**config.mk**
```make
export PLATFORM = sky130hd
export DESIGN_NAME = digital_input_capture
export DESIGN_NICKNAME = d
export VERILOG_FILES = /design/src/rtl/digital_input_capture_pkg.sv /design/src/rtl/digital_input_capture_debouncer.sv /design/src/rtl/digital_input_capture.sv
export SDC_FILE = /design/constraint.sdc
export NUM_CORES = 1
export LEC_CHECK = 0
export ABC_AREA = 1
export CORE_MARGIN = 1
export CORE_UTILIZATION = 35
export DETAILED_ROUTE_END_ITERATION = 10
export PLACE_DENSITY = 0.64
export SKIP_LAST_GASP = 1
export SYNTH_ARGS = -nofsm -noshare
export SYNTH_HDL_FRONTEND = slang
export SYNTH_SLANG_ARGS = --single-unit
```
**constraint.sdc**
```tcl
create_clock -name clk -period 7.57 [get_ports clk]
set_input_delay 0.757 -clock clk [delete_from_list [all_inputs] [get_ports clk]]
set_output_delay 0.757 -clock clk [all_outputs]
set_load 0.01 [all_outputs]
```
**src/rtl/digital_input_capture_pkg.sv**
```systemverilog
// Shared definitions for digital_input_capture: readback selector
// encodings and the peripheral data bus width.
package digital_input_capture_pkg;

  // Peripheral data bus width (dataIn / dataOut)
  localparam int DATA_W = 32;

  // readSelect encodings for the dataOut readback mux
  localparam logic [1:0] SEL_LEVEL   = 2'd0;
  localparam logic [1:0] SEL_STATUS  = 2'd1;
  localparam logic [1:0] SEL_RISE_EN = 2'd2;
  localparam logic [1:0] SEL_FALL_EN = 2'd3;

endpackage

```
**src/rtl/digital_input_capture_debouncer.sv**
```systemverilog
// input_debouncer: single-pin filter. The output follows the input only
// after the input has differed from the output for CYCLES consecutive
// clocks; any return to equality restarts the count. Used by
// digital_input_capture only when DIGITAL_INPUT_DEBOUNCE_EN is defined.
module input_debouncer #(
  parameter int CYCLES = 16
) (
  input  logic clk,
  input  logic rst,
  input  logic in,
  output logic out
);

  localparam int CW = (CYCLES < 1) ? 1 : $clog2(CYCLES + 1);
  // The change is accepted on the clock where the count would reach CYCLES,
  // which makes the added latency exactly CYCLES clocks.
  localparam logic [CW-1:0] LAST = CW'(CYCLES - 1);

  logic [CW-1:0] cnt;

  // Count consecutive cycles of disagreement; commit the new value on the last one
  always_ff @(posedge clk or posedge rst) begin
    if (rst) begin
      cnt <= '0;
      out <= 1'b0;
    end else if (in == out) begin
      cnt <= '0;
    end else if (cnt == LAST) begin
      out <= in;
      cnt <= '0;
    end else begin
      cnt <= cnt + 1'b1;
    end
  end

endmodule

```
**src/rtl/digital_input_capture.sv**
```systemverilog
// digital_input_capture: synchronizes up to 32 input pins, detects rising
// and falling edges per pin, latches enabled edges into a write-1-to-clear
// status register and drives a level interrupt (OR of status).
// Optional per-pin debounce filter: define DIGITAL_INPUT_DEBOUNCE_EN.
//
// Bus handshake: there is no valid/ready pair; a write strobe takes effect
// on the clock edge where chipSelect and the strobe are both high, and
// dataOut is a pure combinational function of readSelect and register state.
module digital_input_capture
  import digital_input_capture_pkg::*;
#(
  parameter int WIDTH           = 32,
  parameter int SYNC_STAGES     = 2,
  parameter int DEBOUNCE_CYCLES = 16
) (
  input  logic              clk,
  input  logic              rst,
  input  logic              chipSelect,
  input  logic              writeRiseEnable,
  input  logic              writeFallEnable,
  input  logic              writeClear,
  input  logic [1:0]        readSelect,
  input  logic [DATA_W-1:0] dataIn,
  output logic [DATA_W-1:0] dataOut,
  input  logic [WIDTH-1:0]  pins,
  output logic              irq
);

  // Elaboration-time parameter sanity checks
  if (WIDTH < 1 || WIDTH > DATA_W) begin : g_bad_width
    $error("WIDTH must be 1..32");
  end
  if (SYNC_STAGES < 2) begin : g_bad_sync
    $error("SYNC_STAGES must be at least 2");
  end
  if (DEBOUNCE_CYCLES < 1) begin : g_bad_deb
    $error("DEBOUNCE_CYCLES must be at least 1");
  end

  logic [WIDTH-1:0] sync_q [SYNC_STAGES];
  logic [WIDTH-1:0] level;
  logic [WIDTH-1:0] prev;
  logic [WIDTH-1:0] rise_en;
  logic [WIDTH-1:0] fall_en;
  logic [WIDTH-1:0] status;
  logic [WIDTH-1:0] wdata;
  logic [WIDTH-1:0] edge_set;
  logic [WIDTH-1:0] clr_mask;

  // Bits of dataIn above WIDTH are ignored
  assign wdata = dataIn[WIDTH-1:0];

  // Synchronizer chain: stage 0 samples the asynchronous pins
  always_ff @(posedge clk or posedge rst) begin
    if (rst) begin
      for (int i = 0; i < SYNC_STAGES; i++) sync_q[i] <= '0;
    end else begin
      sync_q[0] <= pins;
      for (int i = 1; i < SYNC_STAGES; i++) sync_q[i] <= sync_q[i-1];
    end
  end

`ifdef DIGITAL_INPUT_DEBOUNCE_EN
  for (genvar i = 0; i < WIDTH; i++) begin : g_deb
    input_debouncer #(
      .CYCLES(DEBOUNCE_CYCLES)
    ) u_deb (
      .clk (clk),
      .rst (rst),
      .in  (sync_q[SYNC_STAGES-1][i]),
      .out (level[i])
    );
  end
`else
  assign level = sync_q[SYNC_STAGES-1];
`endif

  // Enabled edges that set status this cycle; clear mask from a W1C write
  assign edge_set = (level & ~prev & rise_en) | (~level & prev & fall_en);
  assign clr_mask = (chipSelect && writeClear) ? wdata : '0;

  // prev always follows level so a newly enabled, already-high pin is silent
  always_ff @(posedge clk or posedge rst) begin
    if (rst) prev <= '0;
    else     prev <= level;
  end

  // Enable registers; both strobes may load the same dataIn in one cycle
  always_ff @(posedge clk or posedge rst) begin
    if (rst) begin
      rise_en <= '0;
      fall_en <= '0;
    end else begin
      if (chipSelect && writeRiseEnable) rise_en <= wdata;
      if (chipSelect && writeFallEnable) fall_en <= wdata;
    end
  end

  // Sticky status with W1C; a simultaneous set wins over the clear
  always_ff @(posedge clk or posedge rst) begin
    if (rst) status <= '0;
    else     status <= (status & ~clr_mask) | edge_set;
  end

  assign irq = |status;

  // Readback mux; bits above WIDTH read as zero
  always_comb begin
    dataOut = '0;
    case (readSelect)
      SEL_LEVEL:   dataOut[WIDTH-1:0] = level;
      SEL_STATUS:  dataOut[WIDTH-1:0] = status;
      SEL_RISE_EN: dataOut[WIDTH-1:0] = rise_en;
      SEL_FALL_EN: dataOut[WIDTH-1:0] = fall_en;
      default:     dataOut = '0;
    endcase
  end

endmodule

```
==> results.py, run 1 <==
metrics = {
    "status": {
        "status": "complete, no violations",
    },
    "grt": {
        "antenna_found_initial": 0,
        "grt_pass1_wl_um": 27400,
        "overflow": 0,
        "grt_pass1_vias": 5173,
        "grt_max_degree": 112,
        "grtUsageTotal_pct": 16.7,
    },
    "synthesis": {
        "syn_inst": 727,
        "avgSynthCellArea_sq_um": 9.95,
        "ys_seq_area_share_pct": 66.4,
        "synth_nets": 799,
        "ys_warn_count": 0,
        "ys_ff_latch": 192,
        "synthesis.area_sq_um": 7230,
        "synthTopCellsByArea": "dfrtp_1 66%, nand2_1 14%, o21ai_0 6.6%",
        "synth.largest_area_cell": "dfrtp_1",
        "yosys.area.top_type_share_pct": 66.4,
        "yosys.cell_types.count": 16,
    },
    "critical_path": {
        "path_delay_family": "buffers and inverters",
        "path_cells": "clkdlybuf4s50_1 > inv_2 > nor2_4 > nand2_1 > nand4_1 > clkdlybuf4s50_1",
        "cp.depth": 6,
        "cp.required_ps": 6810,
        "max_stage_delay_ps": 770,
        "worst-endpoint-arrival_ps": 3070,
        "crit_path_frequent_cell": "clkdlybuf4s50_1",
        "crit_path_start_kind": "input pin",
        "reg2reg_from": "status[25]",
        "path_buf_inv": 3,
        "crit_start": "readSelect[1]",
        "crit_path_end_kind": "primary output",
        "r2r_cells": 2,
        "slowest_stage": "nor2_4",
        "worstPathMaxFanout": 32,
        "critPathKind": "in2out",
    },
    "sta": {
        "worst_pin_slew_ps": 1020,
        "fmax_ghz": 0.261,
        "rsz0062_at_grt": "no",
        "period_share_pct": 50.6,
        "setup_ws_ps": 3740,
        "worst_clock_skew_ps": 7.44,
        "setup_violations": 0,
        "finalHoldViolCount": 0,
        "min_period_ps": 3830,
        "slew_viol_final": 0,
        "setup-tns-final_ps": 0,
        "slew_headroom_pct": 31.8,
    },
    "routing": {
        "vias": 5393,
        "routedWlPerCell_um": 14.8,
        "drt_wl_total_um": 16400,
        "viasPerCell": 4.86,
        "first_iter_violations": 400,
        "drt-pass1-iter-count": 4,
        "drc_errors": 0,
        "antenna_left": 0,
    },
    "finish": {
        "drive_gt1_share_pct": 5.24,
        "final_nets": 899,
        "fill_cells": 1907,
        "num_antenna_cells": 0,
        "syn_to_final_growth_pct": 26.4,
        "fin_util_pct": 45.2,
        "instances_no_fill": 1110,
    },
    "floorplan": {
        "placement_rows": 52,
        "die_x_um": 146,
        "die-area_sq_um": 21200,
        "start_util_pct": 35.7,
        "ios": 105,
        "die_y_um": 146,
        "core_area_sq_um": 20200,
    },
    "power": {
        "vdd_drop_max_v": 0.000148,
        "p_leak_uw": 0.00404,
        "power.density_nw_per_um2": 268,
        "finalPower_uw": 2450,
    },
    "clocking": {
        "ctsRootBufferMaster": "clkbuf_16",
        "clock_sinks": 192,
        "cts_resized": 0,
        "cts_hold_buffers": 0,
        "cts_setup_buffers": 0,
        "clk_pin_slew_ps": 70,
        "ctsLongestPathBuffers": 2,
        "htreeDepth": 4,
        "cts_tree": "yes",
        "clk_latency_ps": 430,
        "cts_buffers": 17,
    },
    "worst_hold_path": {
        "min_from": "sync_q[44]",
        "worstHoldPathCells": 0,
        "min_path_type": "reg2reg",
    },
    "placed_design": {
        "place_ws_ps": 3760,
        "io_buffers": 104,
        "globalplace.congestion": 0.745,
        "hpwl_um": 9650,
        "placed_cells": 1078,
    },
    "flow_run": {
        "drv_cap": 0,
    },
}
logic make-up (layout without fill, tap and decap cells):
logic type	Yosys count	after routing	synth area share [%]
simple gates	328	328	18.6
flops	192	192	66.4
compound gates	126	126	10.3
buf+inv	81	194	4.71
metrics by stage:
stage               hold slack (ps)  instance area [sq um]
CTS                             350                   9140
floorplan                       331                   7230
global placement                332                   8520
finish                          348                   9140
detailed placement              335                   8520
global route                    358                   9140
Yosys cell counts:
cell / instances
nand2_1: 269
inv_1: 51
buf_4: 7
nor2_2: 1
nand4_1: 33
inv_2: 3
and2_1: 2
nor2_1: 16
dfrtp_1: 192
nor2_4: 2
nand2_2: 1
o221ai_1: 30
o21ai_0: 96
clkbuf_1: 12
nand3_1: 4
buf_2: 8
layer usage:
| layer | global-route usage (%) | routed length, um |
|---|---|---|
| met5 | 0 | 0 |
| met4 | 5.47 | 210 |
| met3 | 4.89 | 818 |
| met2 | 24.7 | 7610 |
| met1 | 23.5 | 7770 |
power breakdown:
part | switching [uW] | internal (uW)
sequential | 80.5 | 1130
clock | 394 | 549
combinational | 153 | 145
total | 628 | 1830
sequential cells by signal, summed over array words and instances, names as in the netlist:
name / cells
status: 32
rise_en: 32
prev: 32
sync_q: 32
fall_en: 32
level: 32
worst paths after layout:
| check | to | slack [ps] |
|---|---|---|
| min in group asynchronous | sync_q[46] | 840 |
| worst min-delay path | level[12] | 350 |
| worst min register to register | level[12] | 350 |
| max in group asynchronous | rise_en[26] | 5190 |
| worst max register to register | status[25] | 6780 |
| worst max-delay path | dataOut[20] | 3740 |
layout by cell type, fill, tap and decap left out:
cell             netlist  routed
o21ai_0               96      96
inv_6                  0       2
clkinv_2               0       1
nor2_1                16      16
nand3_1                4       4
inv_8                  0       1
dfrtp_1              192     192
o221ai_1              30      30
inv_2                  3       3
buf_4                  7       4
clkbuf_1              12       1
clkbuf_16              0      17
nand2_2                1       2
clkbuf_8               0       3
nand2_1              269     268
clkinvlp_4             0       3
nand4_1               33      33
clkinv_4               0       2
clkdlybuf4s50_1        0     104
bufinv_16              0       3
inv_1                 51      50
nor2_4                 2       3
and2_1                 2       2
area by class of cell:
class	instances	area, sq um	share of cell area, %
inverters	54	210	2.30
clock buffers	21	470	5.15
flip-flops and latches	192	4800	52.6
clock inverters	11	153	1.67
well taps	270	338	3.70
multi-input cells	454	2090	22.9
repair buffers	108	1070	11.7
No activity file was read; power rests on OpenSTA's default activity.
==> inputs of run 2 (changes only) <==
--- a/config.mk
+++ b/config.mk
@@ -9,7 +9,7 @@
 export CORE_MARGIN = 1
 export CORE_UTILIZATION = 35
 export DETAILED_ROUTE_END_ITERATION = 10
-export PLACE_DENSITY = 0.64
+export PLACE_DENSITY = 0.67
 export SKIP_LAST_GASP = 1
 export SYNTH_ARGS = -nofsm -noshare
 export SYNTH_HDL_FRONTEND = slang
==> constraint.sdc (replaced) <==
create_clock -name clk -period 3.5 [get_ports clk]
set_input_delay 0.35 -clock clk [delete_from_list [all_inputs] [get_ports clk]]
set_output_delay 0.35 -clock clk [all_outputs]
set_load 0.01 [all_outputs]
==> results.py, run 2 (same netlist as run 1, synthesis figures left out) <==
metrics = {
    "worst_hold_path": {
        "min_path_type": "in2async",
    },
    "critical_path": {
        "rr_endpoint": "status[3]",
        "crit_path_end_kind": "primary output",
        "critPathKind": "in2out",
        "crit_path_start_kind": "input pin",
        "worst-endpoint-arrival_ps": 2540,
        "r2r_cells": 2,
        "cp.required_ps": 3150,
        "reg2reg_from": "status[3]",
        "worstPathMaxFanout": 21,
        "rrSetupSlack_ps": 2700,
    },
    "routing": {
        "drc_errors": 0,
        "routedWlPerCell_um": 15.0,
        "drt_wl_total_um": 16700,
        "antenna_left": 0,
        "vias": 5342,
        "first_iter_violations": 333,
        "drt-pass1-iter-count": 7,
        "viasPerCell": 4.78,
    },
    "sta": {
        "min_period_ps": 2890,
        "slew_headroom_pct": 56.4,
        "rsz0062_at_grt": "no",
        "finalHoldViolCount": 0,
        "period_share_pct": 82.7,
        "setup_violations": 0,
        "worst_pin_slew_ps": 653,
        "slew_viol_final": 0,
        "setup-tns-final_ps": 0,
        "worst_clock_skew_ps": 9.45,
        "fmax_ghz": 0.346,
    },
    "grt": {
        "overflow": 0,
        "grtUsageTotal_pct": 16.8,
        "antenna_found_initial": 0,
        "grt_max_degree": 93,
        "grt_pass1_wl_um": 27800,
        "grt_pass1_vias": 5273,
    },
    "finish": {
        "fill_cells": 1917,
        "syn_to_final_growth_pct": 27.4,
        "final_common_cell": "nand2_1",
        "drive_gt1_share_pct": 6.02,
        "num_antenna_cells": 0,
        "multi_input_area_sq_um": 2090,
        "final_area_sq_um": 9210,
        "regArea_sq_um": 4800,
        "final_nets": 906,
        "instances_no_fill": 1117,
        "layout_common_cells": "268 x nand2_1, 192 x dfrtp_1, 104 x clkdlybuf4s50_1",
    },
    "floorplan": {
        "die-area_sq_um": 21200,
        "placement_rows": 52,
        "ios": 105,
        "start_util_pct": 35.7,
        "core_area_sq_um": 20200,
        "die_x_um": 146,
        "die_y_um": 146,
    },
    "clocking": {
        "cts_resized": 0,
        "ctsRootBufferMaster": "clkbuf_16",
        "clock_sinks": 192,
        "cts_hold_buffers": 0,
        "cts_tree": "yes",
        "htreeDepth": 4,
        "clk_pin_slew_ps": 70,
        "cts_buffers": 17,
        "clk_latency_ps": 420,
        "ctsLongestPathBuffers": 2,
        "cts_setup_buffers": 0,
    },
    "placed_design": {
        "placed_area_sq_um": 8630,
        "io_buffers": 104,
        "placed_cells": 1085,
        "globalplace.congestion": 0.768,
        "hpwl_um": 10700,
    },
    "power": {
        "finalPower_uw": 5180,
        "p_leak_uw": 0.00408,
        "vdd_drop_max_v": 0.000317,
        "power.density_nw_per_um2": 562,
    },
    "status": {
        "status": "complete, no violations",
    },
    "flow_run": {
        "drv_cap": 0,
    },
}
==> run 2: changes by cell type in the layout (fill, tap and decap cells not counted), moves of 2 or more <==
| cell | before | now |
|---|---|---|
| buf_12 | 0 | 5 |
| buf_4 | 4 | 6 |
| bufinv_16 | 3 | 1 |
| clkbuf_8 | 3 | 0 |
| clkinv_4 | 2 | 7 |
| clkinvlp_4 | 3 | 1 |
| inv_8 | 1 | 3 |
==> run 2: power by group <==
group	internal (uW)	total, uW	switching (uW)
combinational	325	664	339
sequential	2450	2630	179
clock	1010	1890	881
total	3780	5180	1400
==> run 2: stage by stage <==
step           worst slack [ps]  util [%]  hold WS [ps]
2_1_floorplan               674         -           331
3_3_place_gp                630      42.6           333
3_5_place_dp                602      42.6           335
4_1_cts                     615      45.5           144
5_1_grt                     473      45.5           151
6_report                    606      45.5           158
==> run 2: layer usage <==
layer  up-vias  global-route usage [%]  share of wire [%]
li1       2604                       -                  -
met1      2577                    23.6                 47
met2       143                    26.4                 47
met3        18                    3.20                4.6
met4         0                    5.16                1.5
met5         -                       0                  0
==> run 2: worst max path at each step <==
stage	start	to	depth (start not counted)	slack [ps]
2_1_floorplan	rst	fall_en[0]	1	670
3_3_place_gp	readSelect[0]	dataOut[20]	7	630
3_5_place_dp	readSelect[0]	dataOut[26]	7	600
4_1_cts	readSelect[0]	dataOut[20]	7	610
5_1_grt	readSelect[0]	dataOut[25]	7	470
6_report	readSelect[0]	dataOut[20]	7	610
==> run 2: layout make-up <==
cell class,count,share of cell area (%)
Clock inverter,14,1.68
Multi-Input combinational cell,454,22.7
Sequential cell,192,52.1
Tap cell,270,3.67
Timing Repair Buffer,115,12.9
Inverter,54,2.24
Clock buffer,18,4.66
==> run 2: critical path, cell delays in order <==
cell	delay, ps
clkdlybuf4s50_1	620
inv_2	80
nor2_4	510
buf_4	260
nand2_1	60
nand4_1	100
clkdlybuf4s50_1	550
